==> src/rtl/decode_pkg.sv <==
`default_nettype none
// ============================================================================
// Package  : decode_pkg
// Purpose  : Shared encodings and the control bundle type for the ID-stage
//            decoder of the ARM-subset pipeline.
// Revision : 1.0  initial release
// ============================================================================
package decode_pkg;

    // Instruction classes, taken from instr[27:25]
    localparam logic [2:0] CLS_DP_REG = 3'b000;
    localparam logic [2:0] CLS_DP_IMM = 3'b001;
    localparam logic [2:0] CLS_LS_IMM = 3'b010;
    localparam logic [2:0] CLS_LS_REG = 3'b011;
    localparam logic [2:0] CLS_BR     = 3'b101;

    // Shifter addressing modes
    localparam logic [1:0] AM_ROT_IMM   = 2'b00;
    localparam logic [1:0] AM_SHIFT_IMM = 2'b01;
    localparam logic [1:0] AM_LS_IMM    = 2'b10;
    localparam logic [1:0] AM_LS_REG    = 2'b11;

    // ALU opcodes
    localparam logic [3:0] ALU_AND = 4'b0000;
    localparam logic [3:0] ALU_EOR = 4'b0001;
    localparam logic [3:0] ALU_SUB = 4'b0010;
    localparam logic [3:0] ALU_RSB = 4'b0011;
    localparam logic [3:0] ALU_ADD = 4'b0100;
    localparam logic [3:0] ALU_ADC = 4'b0101;
    localparam logic [3:0] ALU_SBC = 4'b0110;
    localparam logic [3:0] ALU_RSC = 4'b0111;
    localparam logic [3:0] ALU_TST = 4'b1000;
    localparam logic [3:0] ALU_TEQ = 4'b1001;
    localparam logic [3:0] ALU_CMP = 4'b1010;
    localparam logic [3:0] ALU_CMN = 4'b1011;
    localparam logic [3:0] ALU_ORR = 4'b1100;
    localparam logic [3:0] ALU_MOV = 4'b1101;
    localparam logic [3:0] ALU_BIC = 4'b1110;
    localparam logic [3:0] ALU_MVN = 4'b1111;

    // Condition codes
    localparam logic [3:0] COND_EQ = 4'b0000;
    localparam logic [3:0] COND_NE = 4'b0001;
    localparam logic [3:0] COND_CS = 4'b0010;
    localparam logic [3:0] COND_CC = 4'b0011;
    localparam logic [3:0] COND_MI = 4'b0100;
    localparam logic [3:0] COND_PL = 4'b0101;
    localparam logic [3:0] COND_VS = 4'b0110;
    localparam logic [3:0] COND_VC = 4'b0111;
    localparam logic [3:0] COND_HI = 4'b1000;
    localparam logic [3:0] COND_LS = 4'b1001;
    localparam logic [3:0] COND_GE = 4'b1010;
    localparam logic [3:0] COND_LT = 4'b1011;
    localparam logic [3:0] COND_GT = 4'b1100;
    localparam logic [3:0] COND_LE = 4'b1101;
    localparam logic [3:0] COND_AL = 4'b1110;
    localparam logic [3:0] COND_NV = 4'b1111;

    // Control bundle passed through the stall mux
    typedef struct packed {
        logic [3:0] opcode;
        logic [1:0] am;
        logic       s_enable;
        logic       load_instr;
        logic       rf_enable;
        logic       size_enable;
        logic       rw_enable;
        logic       enable_signal;
        logic       bl_instr;
        logic       b_instr;
    } ctrl_t;

    // 6-character space-padded mnemonic for a data-processing opcode
    function automatic logic [47:0] dp_mnemonic(input logic [3:0] op);
        logic [47:0] kw;
        case (op)
            ALU_AND: kw = "AND   ";
            ALU_EOR: kw = "EOR   ";
            ALU_SUB: kw = "SUB   ";
            ALU_RSB: kw = "RSB   ";
            ALU_ADD: kw = "ADD   ";
            ALU_ADC: kw = "ADC   ";
            ALU_SBC: kw = "SBC   ";
            ALU_RSC: kw = "RSC   ";
            ALU_TST: kw = "TST   ";
            ALU_TEQ: kw = "TEQ   ";
            ALU_CMP: kw = "CMP   ";
            ALU_CMN: kw = "CMN   ";
            ALU_ORR: kw = "ORR   ";
            ALU_MOV: kw = "MOV   ";
            ALU_BIC: kw = "BIC   ";
            default: kw = "MVN   ";
        endcase
        return kw;
    endfunction

endpackage
`default_nettype wire

==> src/rtl/cond_eval.sv <==
`default_nettype none
// ============================================================================
// Module   : cond_eval
// Purpose  : Evaluates an ARM condition field against {N,Z,C,V}.
// Revision : 1.0  initial release
// ============================================================================
module cond_eval
    import decode_pkg::*;
(
    input  logic [3:0] cond_i,
    input  logic [3:0] nzcv_i,
    output logic       cond_true_o
);

    logic w_n, w_z, w_c, w_v;
    assign {w_n, w_z, w_c, w_v} = nzcv_i;

    // Condition truth table; the 1111 encoding never executes
    always_comb begin
        cond_true_o = 1'b0;
        case (cond_i)
            COND_EQ: cond_true_o = w_z;
            COND_NE: cond_true_o = ~w_z;
            COND_CS: cond_true_o = w_c;
            COND_CC: cond_true_o = ~w_c;
            COND_MI: cond_true_o = w_n;
            COND_PL: cond_true_o = ~w_n;
            COND_VS: cond_true_o = w_v;
            COND_VC: cond_true_o = ~w_v;
            COND_HI: cond_true_o = w_c & ~w_z;
            COND_LS: cond_true_o = ~w_c | w_z;
            COND_GE: cond_true_o = (w_n == w_v);
            COND_LT: cond_true_o = (w_n != w_v);
            COND_GT: cond_true_o = ~w_z & (w_n == w_v);
            COND_LE: cond_true_o = w_z | (w_n != w_v);
            COND_AL: cond_true_o = 1'b1;
            default: cond_true_o = 1'b0;
        endcase
    end

endmodule
`default_nettype wire

==> src/rtl/decode_control.sv <==
`default_nettype none
// ============================================================================
// Module   : decode_control
// Purpose  : ID-stage control unit: instruction decode, hazard stall mux,
//            flag register and branch / branch-with-link resolution.
// Revision : 1.0  initial release
// ============================================================================
module decode_control
    import decode_pkg::*;
(
    input  logic        clk,
    input  logic        R,
    input  logic [31:0] instr,
    input  logic        stall,
    input  logic [3:0]  alu_flags,
    input  logic [3:0]  psr_flags,
    input  logic        ex_s_en,
    output logic [3:0]  opcode,
    output logic [1:0]  AM,
    output logic        S_enable,
    output logic        load_instr,
    output logic        RF_enable,
    output logic        Size_enable,
    output logic        RW_enable,
    output logic        Enable_signal,
    output logic        BL_instr,
    output logic        B_instr,
    output logic [47:0] keyword,
    output logic        Branch,
    output logic        BranchL
);

    ctrl_t       dec_ctrl;
    ctrl_t       mux_ctrl;
    logic [2:0]  w_cls;
    logic [3:0]  fr_q;
    logic [3:0]  fr_d;
    logic [3:0]  w_flags;
    logic        w_cond_true;
    logic        unused_instr;

    assign w_cls        = instr[27:25];
    assign unused_instr = ^instr[19:0];

    // Decode the instruction class into the raw control bundle
    always_comb begin
        dec_ctrl = '0;
        if (instr != 32'd0) begin
            case (w_cls)
                CLS_DP_REG, CLS_DP_IMM: begin
                    dec_ctrl.am        = (w_cls == CLS_DP_REG) ? AM_SHIFT_IMM : AM_ROT_IMM;
                    dec_ctrl.opcode    = instr[24:21];
                    dec_ctrl.s_enable  = instr[20];
                    // Compare/test opcodes only update flags, never a register
                    dec_ctrl.rf_enable = (instr[24:23] != 2'b10);
                end
                CLS_LS_IMM, CLS_LS_REG: begin
                    dec_ctrl.am            = (w_cls == CLS_LS_IMM) ? AM_LS_IMM : AM_LS_REG;
                    dec_ctrl.opcode        = instr[23] ? ALU_ADD : ALU_SUB;
                    dec_ctrl.load_instr    = instr[20];
                    dec_ctrl.rf_enable     = instr[20];
                    dec_ctrl.rw_enable     = ~instr[20];
                    dec_ctrl.size_enable   = instr[22];
                    dec_ctrl.enable_signal = 1'b1;
                end
                CLS_BR: begin
                    dec_ctrl.bl_instr = instr[24];
                    dec_ctrl.b_instr  = ~instr[24];
                end
                default: dec_ctrl = '0;
            endcase
        end
    end

    // Debug mnemonic, derived from instr alone and never stalled
    always_comb begin
        keyword = "UNDEF ";
        if (instr == 32'd0) begin
            keyword = "NOP   ";
        end else begin
            case (w_cls)
                CLS_DP_REG, CLS_DP_IMM: keyword = dp_mnemonic(instr[24:21]);
                CLS_LS_IMM, CLS_LS_REG: begin
                    case ({instr[20], instr[22]})
                        2'b11:   keyword = "LDRB  ";
                        2'b10:   keyword = "LDR   ";
                        2'b01:   keyword = "STRB  ";
                        default: keyword = "STR   ";
                    endcase
                end
                CLS_BR:  keyword = instr[24] ? "BL    " : "B     ";
                default: keyword = "UNDEF ";
            endcase
        end
    end

    // Hazard mux: a stall injects an all-zero bubble
    always_comb begin
        mux_ctrl = stall ? '0 : dec_ctrl;
    end

    assign opcode        = mux_ctrl.opcode;
    assign AM            = mux_ctrl.am;
    assign S_enable      = mux_ctrl.s_enable;
    assign load_instr    = mux_ctrl.load_instr;
    assign RF_enable     = mux_ctrl.rf_enable;
    assign Size_enable   = mux_ctrl.size_enable;
    assign RW_enable     = mux_ctrl.rw_enable;
    assign Enable_signal = mux_ctrl.enable_signal;
    assign BL_instr      = mux_ctrl.bl_instr;
    assign B_instr       = mux_ctrl.b_instr;

    assign fr_d = alu_flags;

    // Flag register captures the EX-stage ALU flags every cycle
    always_ff @(posedge clk or negedge R) begin
        if (!R) begin
            fr_q <= 4'd0;
        end else begin
            fr_q <= fr_d;
        end
    end

    // A flag-setting instruction in EX forwards its fresh flags ahead of the PSR
    assign w_flags = ex_s_en ? fr_q : psr_flags;

    cond_eval u_cond_eval (
        .cond_i      (instr[31:28]),
        .nzcv_i      (w_flags),
        .cond_true_o (w_cond_true)
    );

    assign Branch  = w_cond_true & (mux_ctrl.b_instr | mux_ctrl.bl_instr);
    assign BranchL = w_cond_true & mux_ctrl.bl_instr;

endmodule
`default_nettype wire

==> config.mk <==
export PLATFORM = sky130hd
export DESIGN_NAME = decode_control
export DESIGN_NICKNAME = d
export VERILOG_FILES = /design/src/rtl/decode_pkg.sv /design/src/rtl/cond_eval.sv /design/src/rtl/decode_control.sv
export SDC_FILE = /design/constraint.sdc
export NUM_CORES = 1
export LEC_CHECK = 0
export BUFFER_PORTS_ARGS = -buffer_cell sky130_fd_sc_hd__buf_2
export CORE_MARGIN = 2
export CORE_UTILIZATION = 41
export DETAILED_ROUTE_END_ITERATION = 12
export GPL_TIMING_DRIVEN = 0
export MAX_ROUTING_LAYER = met4
export PLACE_DENSITY = 0.83
export SETUP_SLACK_MARGIN = 0.2
export SLEW_MARGIN = 25
export SYNTH_ARGS = -nofsm -noshare
export SYNTH_HDL_FRONTEND = slang
export SYNTH_SLANG_ARGS = --single-unit
==> constraint.sdc <==
create_clock -name clk -period 1.9 [get_ports clk]
set_input_delay 0.19 -clock clk [delete_from_list [all_inputs] [get_ports clk]]
set_output_delay 0.19 -clock clk [all_outputs]
set_load 0.01 [all_outputs]
After elaboration in Yosys (flattened, before gate mapping)
Memories as Yosys holds them, arrays and structs flattened.
Index checks and enable logic that the tools add are counted.
Storage, ports and cells
  register bits: 4
  bits in read-only memories: 240
  bits of input ports: 44
  output and inout bits: 64
  word-level logic and storage cells: 62
  memories kept: 1
Memories
  (name not given): words 16, width 15, rd ports 1, clocked after memory_dff 0, wr ports 0, line decode_pkg.sv:76  | case (op)
Cells by class
  eq/ne operators: 24
  mux-type cells: 17
  bitwise operators: 13
  reductions and logical operators: 6
Operator list (count)
  $pmux 48 s3: 1
  $pmux 45 s3: 1
  $mux 48: 1
  $mux 39: 1
  $logic_not 32->1: 1
  $reduce_bool 32->1: 1
  $eq 4x4->1 const B: 7
  $mux 14: 2
  $eq 4x3->1 const B: 4
  $pmux 1 s15: 1
  $pmux 6 s2: 1
  $eq 4x2->1 const B: 2
  $eq 3x2->1 const B: 2
  $mux 3: 2
  $not 1->1: 6
  $and 1x1->1: 4
  $eq 2x2->1 const B: 2
  $eq 4x1->1 const B: 1
  $logic_not 4->1: 1
  $mux 1: 4
  $mux 4: 1
  $reduce_or 2->1: 2
  $eq 3x1->1 const B: 1
  $eq 3x3->1 const B: 1
  8 further kinds: 10

Depth between registers and ports, before layout
  depth after elaboration: 7
  gate-level depth with buffers: 8
  depth with buffers taken out: 7

Hierarchy
From an unflattened synthesis, not the netlist that was laid out.
Second synthesis, totals
  cells, all modules: 199
  area, all modules: 1381.3 um^2
Modules (own cells, without submodules)
  decode_control: times used 1, cells an instance 171, area each 1187.4 um^2, sequential area each 100.1 um^2
  cond_eval: times used 1, cells an instance 28, area each 193.9 um^2, sequential area each 0.0 um^2

Least setup slack after synthesis
No wires, ideal clock.
  path type: in2out
  from: input instr[27]
  to: output B_instr
  data arrival time: 1481 ps
  required time: 1710 ps
  setup slack: 229 ps
  stages: 6
  buffers on the path: 1
  path through: buf_2 nor3b_2 inv_1 nor2_1 inv_1 nor2_1
On the way
  word-level cells in the longest chain between the ends: 4
  elaborated cells between the ends (all ways): 5
  classes of those cells: eq/ne: 1; mux: 3; reduce/logical: 1
RTL lines
  start, declared: line decode_control.sv:13  | input logic [31:0] instr,
  $eq 3x3->1: line decode_control.sv:49  | case (w_cls)
  $mux 2: line decode_control.sv:49
  $mux 14 (*): line decode_control.sv:48  | if (instr != 32'd0) begin
  $mux 14 (*): line decode_control.sv:99  | mux_ctrl = stall ? '0 : dec_ctrl;
  end, declared: line decode_control.sv:27  | output logic B_instr,
Every way passes the cells marked *; elsewhere a longest branch is shown, timed or not.

Worst setup path in the final report
  from: register fr_q[1]
  to: output BranchL
On the way
  word-level cells in the longest chain between the ends: 5
  elaborated cells between the ends (all ways): 6
  classes of those cells: mux: 2; bitwise: 4
RTL lines
  start, declared: line decode_control.sv:36  | logic [3:0] fr_q;
  start signal, assigned: line decode_control.sv:120  | fr_q <= fr_d;
  $mux 4 (*): line decode_control.sv:125  | assign w_flags = ex_s_en ? fr_q : psr_flags;
  $not 1->1: line cond_eval.sv:25, cond_eval.sv:31
  $or 1x1->1: line cond_eval.sv:31  | COND_LS: cond_true_o = ~w_c | w_z;
  $pmux 1 s15 (*): line cond_eval.sv:21  | case (cond_i)
  $and 1x1->1 (*): line decode_control.sv:134  | assign BranchL = w_cond_true & mux_ctrl.bl_instr;
  end, declared: line decode_control.sv:30  | output logic BranchL
Marks and branches as above.

==> flow_metrics.tcl <==
set metrics [dict create \
    status "finished with violations" \
    violations "setup timing" \
    gp_congestion 0.936 \
    cts_made_buffers 3 \
    grt_overflow 0 \
    top_regs "fr_q x4" \
    slew_headroom_pct 65.5 \
    critPathMaxFanout 2 \
    crit_arrival_ns 1.83 \
    largest_reg_flops 4 \
    die_area_um2 3870 \
    hp-class "in -> reg" \
    core-area_um2 3280 \
    p_leak_nw 1.22 \
    drc 0 \
    grt_pass1_vias 1707 \
    peakVddDrop_mv 0.229 \
    critical_path_buf_inv_count 1 \
    drt_wl_total_um 5340 \
    netlist_area_um2 1390 \
    end_kind "primary output" \
    worst_hold_path.num_cells 1 \
    crit_family "compound AO/OA/AOI/OAI gates" \
    yosysWarningCount 0 \
    num_vias 1953 \
    cts_tree "done" \
    rsz0062_at_grt "yes" \
    track_usage_pct 26.0 \
    io_pins 108 \
    rows 21 \
    start_util_pct 42.3 \
    areaGrowthSynthToFinish_pct 68.2 \
    drt_first_pass_iters 5 \
    final_nets 372 \
    route.detailed.wl_per_inst_um 14.6 \
    layout_setup_ws_ns -0.123 \
    antenna_cells 0 \
    die_w_um 62.2 \
    synth_cell_types 49 \
    finalNonFillerCells 366 \
    cp_slowest_cell "dfrtp_1" \
    p_total_mw 0.696 \
    clockBufferDepth 2 \
    hold_viol 0 \
    grt_max_degree 11 \
    path_cells "mux2i_2, xnor2_1, a221oi_2, o311a_1, a21boi_1, buf_2" \
    stdcell_area_um2 2340 \
    cpPeakStageDelay_ns 0.36 \
    ys_seq_elements 4 \
    fin_crit_sh_pct 106 \
    antenna_found_initial 0 \
    synthFlopType "dfrtp_1" \
    ant_nets 0 \
    clkSinkCount 4 \
    fmax_mhz 494 \
    root_buffer "clkbuf_4" \
    final.fill_count 255 \
    synth_cells 206 \
    setup_viol 2 \
    async_flop_share_pct 100 \
    post-place-ws_ns -0.269 \
    yosysSeqAreaShare_pct 7.20 \
    layout-drive-gt1-share_pct 52.2 \
    grt_pass1_wl_um 8180 \
    dp_cells 353 \
    port_buffers 83 \
    drt_iter0_markers 142 \
    crit_cells 6 \
    path_class "reg -> out" \
    synth_edf_count 0 \
    slew_viol_final 0 \
    cts_htree_levels 1 \
    vias_per_cell 5.34 \
    finalCriticalPeriod_ns 2.02 \
    synth_area_per_cell_um2 6.75 \
    regMostFlops "fr_q" \
    placed_area_um2 1930 \
    crit_required_ns 1.71 \
    hpwl_um 3560 \
    worstMarginPinSlew_ns 0.518 \
    startpoint_type "register" \
    maxCapViolations 0 \
    clk_pin_slew_ns 0.04 \
    powerDensity_nw_per_um2 297 \
    fp.dieH_um 62.2 \
]
==> layout by cell type, fill, tap and decap left out, types with 2 or more instances in the layout <==
master    synthesis  routed
o21bai_1          4       3
nor2_1           24      21
a21oi_1          12      10
nor2_4            0       2
buf_4            25      32
o31a_1            2       2
and3_1            5       4
nor4_4            0       3
a21o_1            3       3
o21a_1            3       3
ha_4              0       3
or3_1             2       2
nand2b_1         10       8
nor3_1           10      10
nand4_1           2       2
ha_1              6       3
inv_1             9       7
nand2_1          11      11
xnor2_1           3       2
nor2b_1           8       8
nand2b_4          0       2
mux2_4            2       2
clkbuf_1          7       2
clkbuf_4          0       4
buf_2             3      76
o21ai_0           7       7
nand3b_1          2       2
buf_6             2      14
mux2i_1           5       4
nor4_2            0       3
nor4_1            8       2
clkbuf_2          0       4
a32oi_1           2       2
a21oi_2           0       2
conb_1            2      20
a211oi_2          1       2
dfrtp_1           4       4
==> Yosys cell counts, types with 2 or more instances <==
cell type | count | area, um2
o31a_1 | 2 | 17.5
o21a_1 | 3 | 22.5
nand4_1 | 2 | 12.5
nand2_1 | 11 | 41.3
nor2_1 | 24 | 90.1
mux2_4 | 2 | 30.0
a21o_1 | 3 | 22.5
or3_1 | 2 | 12.5
nand2b_1 | 10 | 62.6
nand3b_1 | 2 | 15.0
nor3b_1 | 2 | 15.0
mux2i_1 | 5 | 50.1
and3_1 | 5 | 31.3
nor3_1 | 10 | 50.1
ha_1 | 6 | 75.1
a32oi_1 | 2 | 17.5
xnor2_1 | 3 | 26.3
nor4_1 | 8 | 50.1
buf_1 | 2 | 7.51
dfrtp_1 | 4 | 100
o21ai_0 | 7 | 35.0
buf_4 | 25 | 188
nor2b_1 | 8 | 50.1
conb_1 | 2 | 7.51
buf_6 | 2 | 22.5
inv_1 | 9 | 33.8
buf_2 | 3 | 15.0
a21oi_1 | 12 | 60.1
clkbuf_1 | 7 | 26.3
o21bai_1 | 4 | 30.0
==> power breakdown <==
part / internal, mW / switching (mW) / leakage [nW]
Clock: 0.0703 / 0.0293 / 0.0138
Sequential: 0.0901 / 0.00345 / 0.0466
Combinational: 0.239 / 0.264 / 1.16
Total: 0.399 / 0.297 / 1.22
==> cells by family (layout without fill, tap and decap cells) <==
logic type / after synthesis / count (layout) / synth area share (%)
simple gates: 89 / 89 / 35.0
buf+inv: 48 / 144 / 21.1
compound gates: 45 / 45 / 21.7
mux: 8 / 8 / 6.57
fa+ha+maj: 6 / 6 / 5.40
xor+xnor: 4 / 4 / 2.52
flops: 4 / 4 / 7.20
other cells: 2 / 20 / 0.540
==> through the flow <==
stage | hold slack (ns) | setup TNS [ns] | utilization [%]
after floorplan | -0.106 | 0 | -
after global routing | 0.0590 | -0.263 | 71.2
after CTS | 0.0614 | 0 | 64.2
final | 0.0672 | -0.170 | 71.2
after global placement | -0.00523 | -0.524 | 58.8
after detailed placement | -0.00174 | -0.647 | 58.8
==> area by class of cell <==
class                      count  area (um2)  area share (%)
multi-input combinational    172        1260            54.1
timing repair buffer          93         576            24.6
buffer                        39         282            12.0
sequential                     4         100            4.28
tap                           46        57.6            2.46
inverter                       9        36.3            1.55
clock buffer                   3        22.5           0.963
==> worst paths after layout <==
path / from / to / slack [ns]
min in group asynchronous: R / fr_q[1]$_DFF_PN0_ / 0.31
min: alu_flags[1] / fr_q[1]$_DFF_PN0_ / 0.07
max: fr_q[1]$_DFF_PN0_ / BranchL / -0.12
max in group asynchronous: R / fr_q[2]$_DFF_PN0_ / 1.47
==> metal layers <==
layer | vias up | wire length, um | global-route usage (%)
met4 | 0 | 110 | 7.78
li1 | 902 | - | -
met5 | - | 0 | -
met2 | 177 | 2540 | 42.9
met1 | 855 | 1980 | 32.2
met3 | 19 | 719 | 5.07
==> what timing repair did <==
item	4_1_cts	5_1_grt
endpoints found under the setup margin	25	25
hold buffers	1	0
buffers inserted	6	2
gates cloned	1	0
hold endpoints to repair	4	0
resized for setup	23	50
pin swaps	9	11
No activity file was read; power rests on OpenSTA's default activity.
